[src/rtl/gcd_pkg.sv]
// rtl/gcd_pkg.sv - shared request types and widths for the GCD request path
//
// Purpose: defines the packed operand-pair image carried on the request stream
//          and the canonical request width.
// Contents:
//   gcd_req_s         packed {a[31:0], b[31:0]}, bit-identical to data_i
//   gcd_req_width_gp  request width in bits (64)
package gcd_pkg;

  localparam int gcd_req_width_gp = 64;

  typedef struct packed {
    logic [31:0] a;
    logic [31:0] b;
  } gcd_req_s;

endpackage

[src/rtl/gcd_req_buffer_ptr.sv]
// rtl/gcd_req_buffer_ptr.sv - wrapping FIFO pointer
//
// Purpose: modulo-els_p counter used for the buffer's write and read pointers.
// Ports:
//   clk_i    in   clock, state on posedge
//   reset_i  in   asynchronous active-high reset, clears the pointer to 0
//   en_i     in   advance the pointer this cycle
//   ptr_o    out  current pointer value, $clog2(els_p) bits
module gcd_req_buffer_ptr #(
  parameter int els_p = 4
) (
  input  logic                     clk_i,
  input  logic                     reset_i,
  input  logic                     en_i,
  output logic [$clog2(els_p)-1:0] ptr_o
);

  localparam int ptr_w_lp = $clog2(els_p);
  localparam logic [ptr_w_lp-1:0] last_lp = ptr_w_lp'(els_p - 1);

  always_ff @(posedge clk_i or posedge reset_i) begin
    if (reset_i) begin
      ptr_o <= '0;
    end else if (en_i) begin
      // Explicit wrap keeps the counter correct even if els_p is not 2^n.
      ptr_o <= (ptr_o == last_lp) ? '0 : ptr_o + ptr_w_lp'(1);
    end
  end

endmodule

[src/rtl/gcd_req_buffer.sv]
// rtl/gcd_req_buffer.sv - elastic request FIFO between trace source and GCD core
//
// Purpose: circular FIFO of els_p operand pairs; absorbs source requests while
//          the GCD core is busy and presents them in arrival order.
// Optional feature: GCD_REQ_BUFFER_STATS_EN adds a 16-bit wrapping count of
//          accepted requests on accepted_o.
// Ports:
//   clk_i       in   clock, state on posedge
//   reset_i     in   asynchronous active-high reset
//   v_i         in   source request valid
//   data_i      in   request payload {a, b}
//   yumi_o      out  request consumed this cycle (v_i & ~full, gated by reset)
//   v_o         out  head entry valid toward the core
//   data_o      out  head entry payload
//   ready_i     in   core accepts the head entry this cycle
//   accepted_o  out  total accepted requests (GCD_REQ_BUFFER_STATS_EN only)
//   count_o     out  current occupancy
module gcd_req_buffer
  import gcd_pkg::*;
#(
  parameter int width_p = gcd_req_width_gp,
  parameter int els_p   = 4
) (
  input  logic                       clk_i,
  input  logic                       reset_i,
  input  logic                       v_i,
  input  logic [width_p-1:0]         data_i,
  output logic                       yumi_o,
  output logic                       v_o,
  output logic [width_p-1:0]         data_o,
  input  logic                       ready_i,
`ifdef GCD_REQ_BUFFER_STATS_EN
  output logic [15:0]                accepted_o,
`endif
  output logic [$clog2(els_p+1)-1:0] count_o
);

  localparam int ptr_w_lp = $clog2(els_p);
  localparam int cnt_w_lp = $clog2(els_p + 1);
  localparam logic [cnt_w_lp-1:0] full_lp = cnt_w_lp'(els_p);

  logic [width_p-1:0]  mem [els_p];
  logic [ptr_w_lp-1:0] wr_ptr;
  logic [ptr_w_lp-1:0] rd_ptr;
  logic [cnt_w_lp-1:0] count;
  logic                full;
  logic                empty;
  logic                enq;
  logic                deq;

  assign full  = (count == full_lp);
  assign empty = (count == '0);

  // No look-ahead on ready_i: a full FIFO refuses even when draining, so the
  // core's ready never reaches the source's yumi combinationally.
  assign enq    = v_i & ~full & ~reset_i;
  assign yumi_o = enq;

  assign v_o     = ~empty;
  assign deq     = v_o & ready_i;
  assign data_o  = mem[rd_ptr];
  assign count_o = count;

  gcd_req_buffer_ptr #(.els_p(els_p)) wr_ptr_u (
    .clk_i   (clk_i),
    .reset_i (reset_i),
    .en_i    (enq),
    .ptr_o   (wr_ptr)
  );

  gcd_req_buffer_ptr #(.els_p(els_p)) rd_ptr_u (
    .clk_i   (clk_i),
    .reset_i (reset_i),
    .en_i    (deq),
    .ptr_o   (rd_ptr)
  );

  // Storage is deliberately not reset; entries are only meaningful behind
  // count. enq is never true while full, so an occupied head is never hit.
  always_ff @(posedge clk_i) begin
    if (enq) begin
      mem[wr_ptr] <= data_i;
    end
  end

  always_ff @(posedge clk_i or posedge reset_i) begin
    if (reset_i) begin
      count <= '0;
    end else begin
      case ({enq, deq})
        2'b10:   count <= count + cnt_w_lp'(1);
        2'b01:   count <= count - cnt_w_lp'(1);
        default: count <= count;
      endcase
    end
  end

`ifdef GCD_REQ_BUFFER_STATS_EN
  logic [15:0] accepted;

  always_ff @(posedge clk_i or posedge reset_i) begin
    if (reset_i) begin
      accepted <= '0;
    end else if (enq) begin
      accepted <= accepted + 16'd1;
    end
  end

  assign accepted_o = accepted;
`endif

endmodule

[config.mk]
export PLATFORM = sky130hd
export DESIGN_NAME = gcd_req_buffer
export DESIGN_NICKNAME = d
export VERILOG_FILES = /design/src/rtl/gcd_pkg.sv /design/src/rtl/gcd_req_buffer_ptr.sv /design/src/rtl/gcd_req_buffer.sv
export SDC_FILE = /design/constraint.sdc
export NUM_CORES = 1
export LEC_CHECK = 0
export ABC_CLOCK_PERIOD_IN_PS = 7750
export CORE_MARGIN = 2
export CORE_UTILIZATION = 55
export DETAILED_ROUTE_END_ITERATION = 7
export PLACE_DENSITY_LB_ADDON = 0.3
export SLEW_MARGIN = 5
export SYNTH_ARGS = -nofsm -noshare
export SYNTH_HDL_FRONTEND = slang
export SYNTH_SLANG_ARGS = --single-unit
[constraint.sdc]
create_clock -name clk_i -period 7.75 [get_ports clk_i]
set_clock_uncertainty 0.1 [all_clocks]
set_input_delay 1.1625 -clock clk_i [delete_from_list [all_inputs] [get_ports clk_i]]
set_output_delay 1.1625 -clock clk_i [all_outputs]
set_load 0.02 [all_outputs]
# ---- Word level (Yosys, flattened, before mapping)
# Memory sizes are Yosys's and may differ from the RTL's.
# Index checks and enable logic that the tools add are counted.
dict set report word_totals {
  ff_bits 7
  ram_bits 256
  in_bits 68
  output_inout_bits 69
  elab_cells 26
  mem_count 1
}
dict set report classes {
  addsub 4
  eq_ne 5
  mux 5
  n_bitwise 6
  n_reduce_logical 2
}
# memory depth width rd rd_ports_with_merged_regs wr line_no
set mem_list {}
lappend mem_list {mem 4 64 1 0 1 gcd_req_buffer.sv:42} ;# logic [width_p-1:0] mem [els_p];
# cell count
set op_table {}
lappend op_table {{2-bit == test, second input constant} 3}
lappend op_table {{3-bit case mux with 2 select lines} 1}
lappend op_table {{2-bit by 1-bit adder with 2-bit output, second input constant} 2}
lappend op_table {{2-bit 2-to-1 mux} 2}
lappend op_table {{3-bit by 1-bit adder with 3-bit output, second input constant} 1}
lappend op_table {{1-bit AND} 3}
lappend op_table {{3-bit == test, second input constant} 1}
lappend op_table {{3-bit zero test} 1}
lappend op_table {{1-bit inverter} 3}
lappend op_table {{3-bit by 1-bit subtractor with 3-bit output, second input constant} 1}
lappend op_table {{2-bit by 1-bit == test with 1-bit output, second input constant} 1}
lappend op_table {{1-bit 2-to-1 mux} 2}
lappend op_table {{2-bit nonzero test} 1}

# ---- Longest topological paths before layout
dict set report logic_depth {
  ltp_word 6
  depth_mapped 9
  mapped_depth_nobuf 9
}

# ---- Cells and area by module
# From an unflattened synthesis, not the netlist that was laid out.
dict set report hier_totals {
  cells_unflattened 372
  hier_area_um2 9713.1
}
# module instances cells_each area_per_inst_um2 seq_area_each_um2
set by_module_without_submodules {}
lappend by_module_without_submodules {gcd_req_buffer 1 358 9527.9 7762.4}
lappend by_module_without_submodules {gcd_req_buffer_ptr 2 7 92.6 50.0}

# ---- Worst setup path after synthesis
# OpenSTA, ideal clock, no wires.
dict set report synth_path {
  path_type {in2reg}
  startpoint {in v_i}
  endpoint {mem mem[0][0] in the netlist's numbering (enable)}
  setup_time_ns 0.429
  arrival_ns 3.298
  required_time_ns 7.221
  slack_ns 3.924
  cell_stages 3
  cell_sequence {inv_1 a311oi_4 and2_1}
}
dict set report synth_via {
  elab_chain_len 4
}
# element line_no
set synth_lines {}
lappend synth_lines {{start: declaration} gcd_req_buffer.sv:26} ;# input logic v_i,
lappend synth_lines {{1-bit AND (2 in a row)} gcd_req_buffer.sv:56} ;# assign enq = v_i & ~full & ~reset_i;
lappend synth_lines {{net yumi_o} gcd_req_buffer.sv:28} ;# output logic yumi_o,
lappend synth_lines {{1-bit 2-to-1 mux} gcd_req_buffer.sv:81} ;# if (enq) begin
lappend synth_lines {{1-bit 2-to-1 mux (not written as such)} gcd_req_buffer.sv:82} ;# mem[wr_ptr] <= data_i;
lappend synth_lines {{end: declaration} gcd_req_buffer.sv:42}
# The timed path passes the listed nets, and every way through them passes these cells.

# ---- Worst setup path in the final report
dict set report layout_path {
  startpoint {reg rd_ptr_u.ptr_o[0]}
  endpoint {out data_o[12]}
}
dict set report layout_via {
  elab_chain_len 1
}
# element line_no
set layout_lines {}
lappend layout_lines {{start: declaration} gcd_req_buffer_ptr.sv:15} ;# output logic [$clog2(els_p)-1:0] ptr_o
lappend layout_lines {{start signal: assignment} gcd_req_buffer_ptr.sv:26} ;# ptr_o <= (ptr_o == last_lp) ? '0 : ptr_o + ptr_w_lp'(1);
lappend layout_lines {{memory 4 x 64 bit} n/a}
lappend layout_lines {{end: declaration} gcd_req_buffer.sv:30} ;# output logic [width_p-1:0] data_o,
# No other way between the ends.

==> flow_summary.toml <==
[run_status]
status = "completed"

[global_route]
grt_pass1_vias = 4567
grt_overflow_total = 0
use_met3_pct = 4.37
antenna_found_initial = 1
grt_max_degree = 67
grt_use_met2_pct = 29.9
grt_pass1_wl_mm = 25.4
grt_busiest_layer = "met2"
met1_usage_pct = 24.8
grt.total_usage_pct = 18.3

[layout]
multi_input_area_sq_mm = 0.00170
drive_gt1_share_pct = 21.5
synthToLayoutAreaGrowth_pct = 23.9
antenna_cells = 0
final_cells = 768
seqCellArea_sq_mm = 0.00787
fin_nets = 600
fill_cells = 1045

[logic_synthesis]
synth_top_area_share_pct = 79.3
netlist_instances = 375
synth_top_area_cell = "edfxtp_1"
synth.distinct_cells = 19
avgSynthCellArea_sq_um = 25.8
async_reset_ff_share_pct = 2.66
synth_most_common_cell = "edfxtp_1"
synth_nets = 450
synth_common_cells = "edfxtp_1 (256), mux4_2 (64), inv_1 (9)"
netlist_top_cells_area = "edfxtp_1 (79%), mux4_2 (15%), dfrtp_1 (1.8%)"
ys_ff_latch = 263
ys_warn_count = 0
synthesis.area_sq_mm = 0.00969
synthFlopType = "edfxtp_1"
synth-edff-count = 256
synth-seq-area-share_pct = 81.1

[power]
swShare_pct = 29.4
internal_power_mw = 3.09
power_leakage_nw = 3.88
clkPwrFrac_pct = 25.6
p_comb_share_pct = 30.7
power.density_mw_per_mm2 = 364
peakVddDrop_mv = 0.415
power_frac_seq_pct = 43.7
switchingPower_mw = 1.29

[cts]
cts_hold_buf = 0
cts_tree = "built"
clock_sinks = 263
cts_resized = 0
clkTransAtPathRegs_ps = 60
clockBufferDepth = 3
clock_tree.root_cell = "clkbuf_16"
post_cts_buffers = 0
clk_latency_ps = 510
cts_buffers = 25
htree_levels = 1

[floorplanning]
die-area_sq_mm = 0.0187
die_width_microns = 137
core_sq_mm = 0.0172
initial_core_util_pct = 56.2
die-height_microns = 137
rows = 48
io-pin-count = 137

[sta]
fmax_mhz = 222
worstMarginPinSlew_ps = 1000
setup_viol_count_final = 0
rsz0062_at_grt = "no"
drv_slew = 0
slew_headroom_pct = 33.4
post-route-min-period_ps = 4500
final-hold-violation-count = 0
post-route-period-util_pct = 58.1
holdWs_ps = 441
tns_ps = 0

[worst_setup_path]
path_buf_inv = 2
cp-end-kind = "output port"
r2r_setup_slack_ps = 5370
cp_max_fo = 39
crit_type = "flop to output port"
path_cells = "buf_4 > mux4_2 > clkdlybuf4s50_1"
slowest_stage = "dfrtp_4"
slowest_delay_ps = 910
critical_path_arrival_ps = 3240
crit_family = "buffers and inverters"
required_ps = 6490
cp-start-kind = "flop"

[routing]
first_pass_iters = 4
drt-total-wl_mm = 16.8
ant_nets = 0
wl_per_cell_microns = 21.9
num_vias = 4304
drt_iter0_markers = 268
drc = 0
viasPerCell = 5.60

[flow_run]
maxCapViolations = 0

[hold_path]
min_path_type = "flop to flop"

[placed_design]
port_buffers = 136
dp_cells = 723
gp_congestion = 0.771
detailedPlacementHpwl_mm = 9.49
[sequential cells by signal, indices dropped and copies added (netlist names)]
name	count
rd_ptr_u.ptr_o	2
wr_ptr_u.ptr_o	2
mem	256
count_o	3
[layout make-up]
| type | count | share of cell area (%) |
|---|---|---|
| well taps | 225 | 2.34 |
| repair buffers | 137 | 11.4 |
| flip-flops and latches | 263 | 65.5 |
| clock inverters | 20 | 1.10 |
| inverters | 9 | 0.281 |
| clock buffers | 25 | 5.21 |
| multi-input cells | 89 | 14.2 |
[power by group through the flow]
stage / clock [mW] / sequential (mW) / combinational, mW
after floorplan: 0 / 1.82 / 0.923
after global placement: 0 / 1.94 / 1.34
after detailed placement: 0 / 1.95 / 1.36
after CTS: 1.14 / 1.92 / 1.37
after global routing: 1.20 / 1.94 / 1.42
final: 1.12 / 1.91 / 1.34
[cell families (layout without fill, tap and decap cells)]
logic type	after synthesis	after routing	share of synthesized area, %
buffers and inverters	23	191	1.43
AO/OA/AOI/OAI	1	1	0.271
adder cells (fa/ha/maj)	7	7	0.981
flip-flops	263	263	81.1
multiplexers	69	69	15.4
AND/OR/NAND/NOR	9	9	0.478
XOR/XNOR	3	3	0.271
[placed cells by master, fill, tap and decap left out, drive strengths merged, types with 3 or more instances in the layout]
master	count
mux2	4
and2	4
mux4	64
nor2	3
clkinv	17
dfrtp	7
clkbuf	25
clkdlybuf4s50	136
edfxtp	256
ha	6
inv	9
[per-stage QoR]
| stage | cell area (sq um) | total power [mW] | utilization, % | setup WS, ps |
|---|---|---|---|---|
| 2_1_floorplan | 9690 | 2.74 | - | 3920 |
| 3_3_place_gp | 11300 | 3.28 | 65.3 | 3690 |
| 3_5_place_dp | 11300 | 3.31 | 65.3 | 3680 |
| 4_1_cts | 12000 | 4.44 | 69.7 | 3120 |
| 5_1_grt | 12000 | 4.56 | 69.7 | 2990 |
| 6_report | 12000 | 4.38 | 69.7 | 3250 |
[final timing paths]
path / startpoint / end / cells past startpoint
setup / recovery: rd_ptr_u.ptr_o[0] / data_o[12] / 3
hold / removal: count_o[0] / count_o[0] / 1
setup reg to reg: count_o[1] / mem[2][34] / 3
hold reg to reg: count_o[0] / count_o[0] / 1
max in group asynchronous: reset_i / rd_ptr_u.ptr_o[0] / 2
min in group asynchronous: reset_i / rd_ptr_u.ptr_o[1] / 2
[per-layer routing]
layer	vias up	routed length, microns
met4	2	384
met1	2231	6840
met2	140	8390
met5	-	14
li1	1901	-
met3	30	1190
No activity file was read; power rests on OpenSTA's default activity.
==> edit, RTL diff (config.mk and constraints unchanged) <==
Change the package constant `gcd_req_width_gp` from 64 to 68. Comments in the files are not updated.
--- a/src/rtl/gcd_pkg.sv
+++ b/src/rtl/gcd_pkg.sv
@@ -7,7 +7,7 @@
 //   gcd_req_width_gp  request width in bits (64)
 package gcd_pkg;
 
-  localparam int gcd_req_width_gp = 64;
+  localparam int gcd_req_width_gp = 68;
 
   typedef struct packed {
     logic [31:0] a;
Interface: changed (resized data_i and data_o); port bits go from 137 to 145. No check against the original RTL was run, so the function may have changed too.
==> edit against the unedited design <==
Area after synthesis rose by 6.3%. Wire length rose by 4.9%. Worst setup slack got worse by 0.054 ns. Sequential cell count rose by 16. Sequential power rose by 5%. Count of clock-buffer cells in the layout rose by 7. Design area rose by 6.4%. Sequential share of layout area fell by 0.18 points. Combinational power rose by 8%. Total power rose by 7.7%. First-iteration DRC count rose by 10%. Critical path type unchanged.
==> edit: results (changes against the unedited design) <==
| Metric | Value |
|---|---|
| Max FFs per register | 272 (+6.3%) |
| FF-to-FF End | mem[0][66] |
| Global-route wire length before repair | 27.4 mm (+7.8%) |
| CP top delay family | buffers and inverters |
| R2R cell count | 2 (-1) |
| Non-filler cells, final | 809 (+5.3%) |
| Ant diodes | 0 (unchanged) |
| Largest net degree at the start of global routing | 71 (+6.0%) |
| CTS Buf Count | 27 (+8.0%) |
| Worst r2r src | count_o[2] |
| Drt first pass iters | 5 (+1) |
| Routed len/inst | 21.8 um (-0.38%) |
| Post-DP Area | 0.0119 mm2 (+6.0%) |
| Crit Path Max Fanout | 41 (+5.1%) |
| Max Used Layer | met4 |
| Synth async-reset ratio | 2.51% (-0.15 points) |
| Top post-synthesis cells by area | edfxtp_1 (79%), mux4_2 (15%), dfrtp_1 (1.7%) |
| Status | completed |
| Post-synth top cells | edfxtp_1 (272), mux4_2 (68) |
| VDD IR max | 0.272 mV (-34%) |
| Critical path's largest stage delay | 0.81 ns (-0.10 ns) |
| Max Fclk | 220 MHz (-1.2%) |
| Pleak | 4.12 nW (+6.2%) |
| Total GRT Usage | 18.0% (-0.26 points) |
| Layout cells sized above 1 | 21.0% (-0.50 points) |
| Detailed Route Iter0 Violations | 296 (+10%) |
| Seq/Total Area, Yosys | 81.0% (-0.15 points) |
| Gate Count Post-Synth | 397 (+5.9%) |
| GPL Wtd Cong | 0.688 (-11%) |
| Number of synthesized flops with an enable pin | 272 (+6.3%) |
| Placed wire-length estimate | 9.80 mm (+3.3%) |
| Filler cells | 1139 (+9.0%) |
| WHS | 0.484 ns (+0.0430 ns) |
| Slew @ Worst Pin | 1.07 ns (+0.0752 ns) |
| Critical Path End | data_o[63] |
| Met2 Routed Length | 9.03 mm (+7.5%) |
| Vias in the first global route | 4960 (+8.6%) |
| Initial antenna violation count | 0 (-1) |
| Met3 routed WL | 1.13 mm (-4.7%) |
| Cells after DPL | 760 (+5.1%) |
| Netlist cell types | 20 (+1) |
| Vias | 4580 (+6.4%) |
| Reg2reg setup slack | 5.30 ns (-0.07 ns) |
| Final nets | 634 (+5.7%) |
| Root Driver | clkbuf_16 |
| M1 WL | 7.23 mm (+5.7%) |
| Clock Latency Late Sink | 0.51 ns (about the same) |
| Port bufs | 144 (+5.9%) |
| Mapped Nets | 476 (+5.8%) |
## edit: changes by cell type after synthesis, sizes merged
| cell | change |
|---|---|
| buf | +3 |
| clkbuf | -1 |
| edfxtp | +16 |
| mux4 | +4 |
## edit: stage by stage
| stage | worst slack [ns] | util [%] |
|---|---|---|
| after floorplan | 4.51 | - |
| after detailed placement | 3.62 | 64.4 |
| final | 3.20 | 69.0 |
| after global placement | 3.61 | 64.4 |
| after CTS | 3.05 | 69.0 |
| after global routing | 2.93 | 69.0 |
## edit: how the worst min path moves through the flow
stage | end | startpoint
floorplan | wr_ptr_u.ptr_o[1] | wr_ptr_u.ptr_o[1]
global placement | count_o[0] | count_o[0]
detailed placement | wr_ptr_u.ptr_o[1] | wr_ptr_u.ptr_o[1]
CTS | wr_ptr_u.ptr_o[1] | wr_ptr_u.ptr_o[1]
global route | wr_ptr_u.ptr_o[1] | wr_ptr_u.ptr_o[1]
finish | wr_ptr_u.ptr_o[1] | wr_ptr_u.ptr_o[1]
## edit: per-layer routing
layer  vias up  GRT usage (%)
met5         -              0
met4         0           4.00
met3        23           3.94
met2       154           30.4
met1      2400           24.6
li1       2003              -
## edit: cell type report
cell class	instances	area share [%]
Timing Repair Buffer	145	11.3
Sequential cell	279	65.3
Tap cell	234	2.29
Multi-Input combinational cell	93	14.1
Clock inverter	17	1.23
Clock buffer	32	5.43
Inverter	9	0.264
## edit: cells by family (layout without fill, tap and decap cells)
logic type / Yosys count / count (layout) / synth area share, %
compound gates: 1 / 1 / 0.255
flops: 279 / 279 / 81.0
simple gates: 9 / 9 / 0.546
mux: 73 / 73 / 15.5
fa+ha+maj: 7 / 7 / 0.923
xor+xnor: 3 / 3 / 0.255
buf+inv: 25 / 203 / 1.58
## edit: report_power, final
group	leakage, nW	switching, mW	total (mW)	internal [mW]
Clock	0.414	0.518	1.25	0.737
Combinational	1.16	0.670	1.45	0.778
Sequential	2.55	0.167	2.01	1.84
